===== config.mk =====
export PLATFORM = sky130hd
export DESIGN_NAME = dct2d_seq_flat
export DESIGN_NICKNAME = d
export VERILOG_FILES = /design/src/rtl/dct2d_seq_if.sv /design/src/rtl/dct2d_seq.sv /design/src/flat_wrapper.sv
export SDC_FILE = /design/constraint.sdc
export NUM_CORES = 1
export LEC_CHECK = 0
export ABC_AREA = 1
export CAP_MARGIN = 20
export CORE_ASPECT_RATIO = 0.8
export CORE_MARGIN = 2
export CORE_UTILIZATION = 52
export DETAILED_ROUTE_END_ITERATION = 6
export PLACE_DENSITY = 0.84
export REMOVE_ABC_BUFFERS = 1
export SLEW_MARGIN = 20
export SYNTH_ARGS = -nofsm -noshare
export SYNTH_HDL_FRONTEND = slang
export SYNTH_SLANG_ARGS = --single-unit

===== constraint.sdc =====
create_clock -name clk -period 7.1 [get_ports clk]
set_input_delay 0.71 -clock clk [delete_from_list [all_inputs] [get_ports clk]]
set_output_delay 0.71 -clock clk [all_outputs]
set_load 0.02 [all_outputs]

===== src/rtl/dct2d_seq_if.sv =====
// Row-in / column-out handshake bundle for the 2-D DCT sequencer.
// The slave side is the sequencer; the master side is the row source
// together with the downstream column sink.
interface dct2d_seq_if #(
  parameter int N = 16
);
  logic           in_valid;
  logic           in_ready;
  logic [8*N-1:0] in_row;
  logic           out_valid;
  logic           out_ready;
  logic [8*N-1:0] out_col;
  logic           out_last;

  modport master (
    output in_valid, in_row, out_ready,
    input  in_ready, out_valid, out_col, out_last
  );

  modport slave (
    input  in_valid, in_row, out_ready,
    output in_ready, out_valid, out_col, out_last
  );
endinterface


===== src/rtl/dct2d_seq.sv =====
// 8x8 2-D DCT sequencer around one shared combinational dct1d.
// Rows pass through dct1d into a transpose buffer; buffer columns then pass
// through the same dct1d into a registered output stage.
//
//   state | meaning
//   LOAD  | accept rows, dct_in = in_row, write dct_out into row_buf[row_cnt]
//   COL   | dct_in = column col_cnt of row_buf, feed the output register
module dct2d_seq #(
  parameter int N = 16
) (
  input  logic           clk,
  input  logic           reset_n,
  dct2d_seq_if.slave     bus,
  output logic [8*N-1:0] dct_in,
  input  logic [8*N-1:0] dct_out,
  output logic           busy
);

  typedef enum logic {
    LOAD = 1'b0,
    COL  = 1'b1
  } state_t;

  state_t         state, state_nxt;
  logic [2:0]     row_cnt, row_cnt_nxt;
  logic [2:0]     col_cnt, col_cnt_nxt;
  logic           row_acc;
  logic           out_load;

  // Transpose buffer: row_buf[r][c]; deliberately left without reset.
  logic [N-1:0]   row_buf [8][8];

  logic           out_valid_q;
  logic           out_last_q;
  logic [8*N-1:0] out_col_q;

  // Next-state and handshake decode for the LOAD/COL sequencer.
  always_comb begin
    state_nxt   = state;
    row_cnt_nxt = row_cnt;
    col_cnt_nxt = col_cnt;
    row_acc     = 1'b0;
    out_load    = 1'b0;
    case (state)
      LOAD: begin
        row_acc = bus.in_valid;
        if (row_acc) begin
          row_cnt_nxt = row_cnt + 3'd1;
          if (row_cnt == 3'd7) state_nxt = COL;
        end
      end
      COL: begin
        // The output register is free when empty or being drained this cycle.
        out_load = !out_valid_q || bus.out_ready;
        if (out_load) begin
          col_cnt_nxt = col_cnt + 3'd1;
          if (col_cnt == 3'd7) state_nxt = LOAD;
        end
      end
      default: state_nxt = LOAD;
    endcase
  end

  // State and counter registers.
  always_ff @(posedge clk or negedge reset_n) begin
    if (!reset_n) begin
      state   <= LOAD;
      row_cnt <= 3'd0;
      col_cnt <= 3'd0;
    end else begin
      state   <= state_nxt;
      row_cnt <= row_cnt_nxt;
      col_cnt <= col_cnt_nxt;
    end
  end

  // Operand mux for the shared dct1d: the incoming row, or one buffer column.
  always_comb begin
    dct_in = bus.in_row;
    if (state == COL) begin
      for (int k = 0; k < 8; k++) begin
        dct_in[(7-k)*N +: N] = row_buf[k][col_cnt];
      end
    end
  end

  // Row-pass result lands in the buffer row addressed by row_cnt.
  always_ff @(posedge clk) begin
    if (row_acc) begin
      for (int k = 0; k < 8; k++) begin
        row_buf[row_cnt][k] <= dct_out[(7-k)*N +: N];
      end
    end
  end

  // Output register: load a new column, or drop valid once the sink takes it.
  always_ff @(posedge clk or negedge reset_n) begin
    if (!reset_n) begin
      out_valid_q <= 1'b0;
      out_last_q  <= 1'b0;
      out_col_q   <= '0;
    end else if (out_load) begin
      out_valid_q <= 1'b1;
      out_last_q  <= (col_cnt == 3'd7);
      out_col_q   <= dct_out;
    end else if (out_valid_q && bus.out_ready) begin
      out_valid_q <= 1'b0;
      out_last_q  <= 1'b0;
    end
  end

  assign bus.in_ready  = (state == LOAD);
  assign bus.out_valid = out_valid_q;
  assign bus.out_last  = out_last_q;
  assign bus.out_col   = out_col_q;
  assign busy          = (state == COL);

endmodule

===== src/flat_wrapper.sv =====
// flat-port wrapper written by rule: the top's interface ports become plain ports
module dct2d_seq_flat 
#(
  parameter int N = 16
)
  (clk, reset_n, dct_in, dct_out, busy, bus_in_valid, bus_in_row, bus_out_ready, bus_in_ready, bus_out_valid, bus_out_col, bus_out_last);
  dct2d_seq_if #(.N(N)) bus_i ();
  input  logic clk;
  input  logic reset_n;
  output logic [8*N-1:0] dct_in;
  input  logic [8*N-1:0] dct_out;
  output logic busy;
  input wire logic [$bits(bus_i.in_valid)-1:0] bus_in_valid;
  input wire logic [$bits(bus_i.in_row)-1:0] bus_in_row;
  input wire logic [$bits(bus_i.out_ready)-1:0] bus_out_ready;
  output wire logic [$bits(bus_i.in_ready)-1:0] bus_in_ready;
  output wire logic [$bits(bus_i.out_valid)-1:0] bus_out_valid;
  output wire logic [$bits(bus_i.out_col)-1:0] bus_out_col;
  output wire logic [$bits(bus_i.out_last)-1:0] bus_out_last;
  assign bus_i.in_valid = bus_in_valid;
  assign bus_i.in_row = bus_in_row;
  assign bus_i.out_ready = bus_out_ready;
  assign bus_in_ready = bus_i.in_ready;
  assign bus_out_valid = bus_i.out_valid;
  assign bus_out_col = bus_i.out_col;
  assign bus_out_last = bus_i.out_last;
  dct2d_seq #(.N(N)) u_core (.clk(clk), .reset_n(reset_n), .bus(bus_i), .dct_in(dct_in), .dct_out(dct_out), .busy(busy));
endmodule

### Word level (Yosys, flattened, before mapping)

Memory sizes are Yosys's and may differ from the RTL's.
Cells that the tools add are included.
Widths: inputs -> output; s select.

| storage, ports and cells | value |
|---|---|
| flip-flop bits (word level) | 137 |
| bits in writable memories | 1024 |
| input bits | 260 |
| output and inout bits | 260 |
| logic and storage cells | 57 |
| memories kept | 1 |

Memories:

| memory | words | bits a word | read ports | clocked after memory_dff | wr ports | RTL line | RTL |
|---|---|---|---|---|---|---|---|
| u_core.row_buf | 8 | 128 | 8 | 0 | 1 | dct2d_seq.sv:31 | `logic [N-1:0] row_buf [8][8];` |

| cells by class | value |
|---|---|
| $add $sub $neg | 2 |
| order comparisons | 1 |
| equal/unequal tests | 2 |
| mux-type cells | 37 |
| bitwise logic cells | 2 |
| reductions and logical operators | 6 |

Operator list:

| operator | count |
|---|---|
| $bmux 16 s3 | 8 |
| $mux 16 | 16 |
| $mux 128 | 1 |
| $mux 1 | 11 |
| $add 3x1->3 const B | 2 |
| $eq 3x3->1 const B | 2 |
| $ge 4x4->1 const B | 1 |
| $not 3->4 | 1 |
| $reduce_and 2->1 | 2 |
| $pmux 1 s2 | 1 |
| $reduce_bool 2->1 | 1 |
| $logic_and 1x1->1 | 1 |
| $logic_not 1->1 | 1 |
| $logic_or 1x1->1 | 1 |
| $not 1->1 | 1 |

### Depth between registers and ports, before layout

| logic depth | value |
|---|---|
| depth after elaboration | 5 |
| depth in mapped cells | 10 |
| mapped depth without buffers | 7 |

### Worst setup path before layout

Ideal clock, no wire load.

| timing path | value |
|---|---|
| path type | input to register |
| start point | input bus_in_valid |
| end point | memory u_core.row_buf[0][0] (netlist name) (enable) |
| library setup time | 0.617 ns |
| arrival | 6.417 ns |
| required time | 6.483 ns |
| slack | 0.066 ns |
| cell stages on the path | 3 |
| buffers on the path | 0 |
| path through | nand2_1 > or2_2 > nor2_1 |

| on the way | value |
|---|---|
| cells in the longest elaborated chain, start to end | 3 |

Ends and longest elaborated chain:

| item | RTL line | RTL |
|---|---|---|
| start, declared | flat_wrapper.sv:13 | `input wire logic [$bits(bus_i.in_valid)-1:0] bus_in_valid;` |
| $mux 1 | dct2d_seq.sv:44 | `case (state)` |
| $mux 1 | dct2d_seq.sv:89 | `if (row_acc) begin` |
| $mux 1 (implied by the code) | dct2d_seq.sv:91 | `row_buf[row_cnt][k] <= dct_out[(7-k)*N +: N];` |
| end, declared | dct2d_seq.sv:31 |  |

No other way between the ends.

### Worst setup path after layout

| timing path | value |
|---|---|
| start point | register u_core.col_cnt[0] |
| end point | output dct_in[20] |

| on the way | value |
|---|---|
| cells in the longest elaborated chain, start to end | 5 |

Ends and longest elaborated chain:

| item | RTL line | RTL |
|---|---|---|
| start, declared | dct2d_seq.sv:26 | `logic [2:0] col_cnt, col_cnt_nxt;` |
| start signal, assigned | dct2d_seq.sv:73 | `col_cnt <= col_cnt_nxt;` |
| $not 3->4 (implied by the code) | dct2d_seq.sv:82 | `dct_in[(7-k)*N +: N] = row_buf[k][col_cnt];` |
| $bmux 16 s3 | dct2d_seq.sv:82 |  |
| $mux 16 (implied by the code) (2 in series) | dct2d_seq.sv:82 |  |
| $mux 128 | dct2d_seq.sv:80 | `if (state == COL) begin` |
| end, declared | flat_wrapper.sv:10 | `output logic [8*N-1:0] dct_in;` |

No other way between the ends. The select of a mux whose other input is x is not followed.

==> run_results.csv <==
group,metric,value,unit
status,status,"completed",
cells_and_area,layout-area-overhead-vs-synth,18.9,%
cells_and_area,nNetsFinal,5339,
cts,cts_tree,"yes",
cts,cts.path.max_buffers,3,
global_route,global_route.usage.total,25.1,%
cells_and_area,layout.cell_area.non_filler,0.0595,sq mm
route,finalWirelength,126000,microns
synthesis,netlist_instances,4649,
power,pwr_density_cell,415,mW/mm^2
cts,post_cts.repair.setup_buffers,0,
route,antenna_violating_nets_post_route,0,
placed_design,detailedPlacementHpwl,72400,microns
worst_setup_path,critPathCaptureType,"output port",
power,power.ir.vdd_worst,0.000444,V
sta,timing.final.crit_share,71.4,%
route,drt_pre_antenna_iters,6,
placed_design,port_buffers,519,
global_route,number_of_global_route_vias_before_repair,34100,
cts,cts-root-buf,"sky130_fd_sc_hd__clkbuf_16",
sta,timing.clock.skew,0.0265,ns
die,die_height,281,microns
route,first_iter_violations,3812,
cts,htree_levels,3,
worst_setup_path,critical_path_start_type,"register",
route,route.detailed.drc,0,
sta,hold_viol,0,
sta,grt_setup_unrepaired,"false",
sta,timing_max_transition_violations_final,0,
route,routed_via_density,5.33,
worst_setup_path,worst_ep_required_time,6.39,ns
placed_design,gp_congestion,0.805,
global_route,number_of_antenna_violations_at_the_first_check_in_global_routing,4,
synthesis,yosysSeqAreaShare,68.3,%
die,initial_utilization,52.6,%
sta,hold_ws,0.504,ns
cts,clock_sink_count,1161,
die,die_area,0.0987,sq mm
cells_and_area,fillCellCount,6932,
cts,cts_buffers,109,
placed_design,placed_area,0.0558,sq mm
global_route,grt_first_pass_wirelength,192000,microns
worst_setup_path,timing_worst_setup_path_type,"register to output port",
sta,clock.fmax,197,MHz
synthesis,ys_warn_count,0,
sta,worst_pin_slew,1.11,ns
route,routed-via-count,34400,
sta,period_needed,5.07,ns
synthesis,number_of_synthesized_register_bits,1161,
global_route,grt_max_degree,243,
global_route,gr-total-overflow,0,
synthesis,syn_avg_cell_area,10.8,sq um
synthesis,yosys.cell_types.count,24,
hold_path,worst_hold_path_type,"register to register",
sta,count_of_final_setup_violators,0,
sta,timing.slew.headroom,26.0,%
die,core-area,0.0952,sq mm
flow_run,max_cap_violations,0,
cts,post_cts_resized,0,
power,total_leakage_power,25.4,nW
cts,insertion_delay,0.69,ns
die,num_rows,101,
cells_and_area,drive_above_1_share,6.94,%
worst_setup_path,cp_data_arrival_time,4.36,ns
die,die_width,351,microns
worst_setup_path,path_max_fanout,194,
cts,path_clk_slew,0.06,ns
die,pin_count,520,
route,routed_wire_length_per_instance,19.6,microns
synthesis,post_synth_instance_area,0.0500,sq mm
-- routing by layer --
layer | part of all wire [%] | GRT usage, % | vias to the layer above
met5 | 0.0087 | 0 | -
met4 | 3.0 | 9.32 | 2
met3 | 8.5 | 3.72 | 276
met2 | 49 | 42.3 | 1743
met1 | 39 | 33.2 | 16500
li1 | - | - | 15900
-- through the flow --
stage,worst slack (ns),power (mW),cells,utilization (%),setup TNS [ns]
2_1_floorplan,-7.14,15.1,4408,-,-3817.57
3_3_place_gp,2.90,18.6,6250,58.7,0
3_5_place_dp,2.84,18.9,6250,58.7,0
6_report,2.03,24.7,6461,62.5,0
5_1_grt,1.82,25.9,6459,62.5,0
4_1_cts,2.13,24.7,6458,62.5,0
-- synth_stat cells --
library cell | n | area [sq um]
sky130_fd_sc_hd__a21o_1 | 1 | 7.51
sky130_fd_sc_hd__a21oi_1 | 3 | 15.0
sky130_fd_sc_hd__buf_1 | 16 | 60.1
sky130_fd_sc_hd__buf_2 | 92 | 460
sky130_fd_sc_hd__buf_4 | 79 | 593
sky130_fd_sc_hd__buf_6 | 21 | 236
sky130_fd_sc_hd__buf_8 | 1 | 15.0
sky130_fd_sc_hd__clkbuf_1 | 32 | 120
sky130_fd_sc_hd__clkinv_1 | 1 | 3.75
sky130_fd_sc_hd__dfrtp_1 | 137 | 3430
sky130_fd_sc_hd__edfxtp_1 | 1024 | 30700
sky130_fd_sc_hd__ha_1 | 4 | 50.1
sky130_fd_sc_hd__inv_1 | 773 | 2900
sky130_fd_sc_hd__inv_2 | 1 | 3.75
sky130_fd_sc_hd__inv_8 | 1 | 11.3
sky130_fd_sc_hd__mux2_2 | 74 | 833
sky130_fd_sc_hd__mux2_4 | 54 | 811
sky130_fd_sc_hd__nand2_1 | 1549 | 5810
sky130_fd_sc_hd__nand2_2 | 2 | 12.5
sky130_fd_sc_hd__nand3_1 | 770 | 3850
sky130_fd_sc_hd__nor2_1 | 10 | 37.5
sky130_fd_sc_hd__o21ai_0 | 2 | 10.0
sky130_fd_sc_hd__or2_2 | 1 | 6.26
sky130_fd_sc_hd__xor2_1 | 1 | 8.76
-- worst max-delay path, stage by stage, from the launching register on --
cell and delay (ns):
sky130_fd_sc_hd__dfrtp_4 0.64, sky130_fd_sc_hd__buf_12 0.55, sky130_fd_sc_hd__buf_4 0.89, sky130_fd_sc_hd__nand2_1 0.15, sky130_fd_sc_hd__nand2_1 0.12, sky130_fd_sc_hd__nand2_1 0.05, sky130_fd_sc_hd__nand3_1 0.10, sky130_fd_sc_hd__nand3_1 0.11
sky130_fd_sc_hd__nand2_1 0.13, sky130_fd_sc_hd__clkdlybuf4s50_1 0.61
-- cell type report --
| class | count | area, sq um | area share [%] |
|---|---|---|---|
| Clock buffer | 164 | 3240 | 5.44 |
| Multi-Input combinational cell | 2471 | 11500 | 19.4 |
| Tap cell | 1287 | 1610 | 2.71 |
| Inverter | 776 | 2940 | 4.94 |
| Sequential cell | 1161 | 34200 | 57.5 |
| Timing Repair Buffer | 556 | 5550 | 9.33 |
| Clock inverter | 43 | 413 | 0.694 |
| Antenna cell | 3 | 7.51 | 0.0126 |
-- power by group --
group	internal, mW	switching [mW]	leakage (nW)	total, mW
sequential	8.74	0.604	10.9	9.34
clock	3.31	2.53	1.80	5.85
combinational	3.48	6.03	12.7	9.51
-- worst paths after layout --
path	from	to	slack (ns)	cells after the start
worst max-delay path	u_core.col_cnt[0]	dct_in[20]	2.03	9
worst min-delay path	u_core.bus.out_col[78]	u_core.bus.out_col[78]	0.50	1
worst max register to register	u_core.busy	u_core.row_buf[3][62]	3.35	6
worst min register to register	u_core.bus.out_col[78]	u_core.bus.out_col[78]	0.50	1
max in group asynchronous	reset_n	u_core.busy	5.26	3
min in group asynchronous	reset_n	u_core.bus.out_col[1]	0.51	2
-- timing repair --
action | CTS | global route
hold buffers | 1 | 0
hold endpoints to repair | 30 | 0
endpoints found under the setup margin | 0 | 0
-- state kept, by name, summed over array words and instances (netlist names) --
| register | cells |
|---|---|
| u_core.row_buf | 1024 |
| u_core.busy | 1 |
| u_core.bus.out_last | 1 |
| u_core.col_cnt | 3 |
| u_core.bus.out_valid | 1 |
| u_core.bus.out_col | 128 |
| u_core.row_cnt | 3 |
-- cells in the final DEF, fill, tap and decap left out, drive strengths merged --
master / count
a21o: 1
a21oi: 3
buf: 37
bufinv: 4
clkbuf: 164
clkdlybuf4s50: 518
clkinv: 30
clkinvlp: 3
dfrtp: 137
diode: 3
dlygate4sd3: 1
edfxtp: 1024
ha: 4
inv: 782
mux2: 128
nand2: 1551
nand3: 770
nor2: 10
o21ai: 2
or2: 1
xor2: 1
-- cells by family after synthesis --
logic type	count (synthesis)	share of synthesized area (%)
xor+xnor	1	0.0175
compound gates	6	0.0650
simple gates	2332	19.4
fa+ha+maj	4	0.100
mux	128	3.29
flops	1161	68.3
buf+inv	1017	8.80
Power figures use the tool's default switching activity.
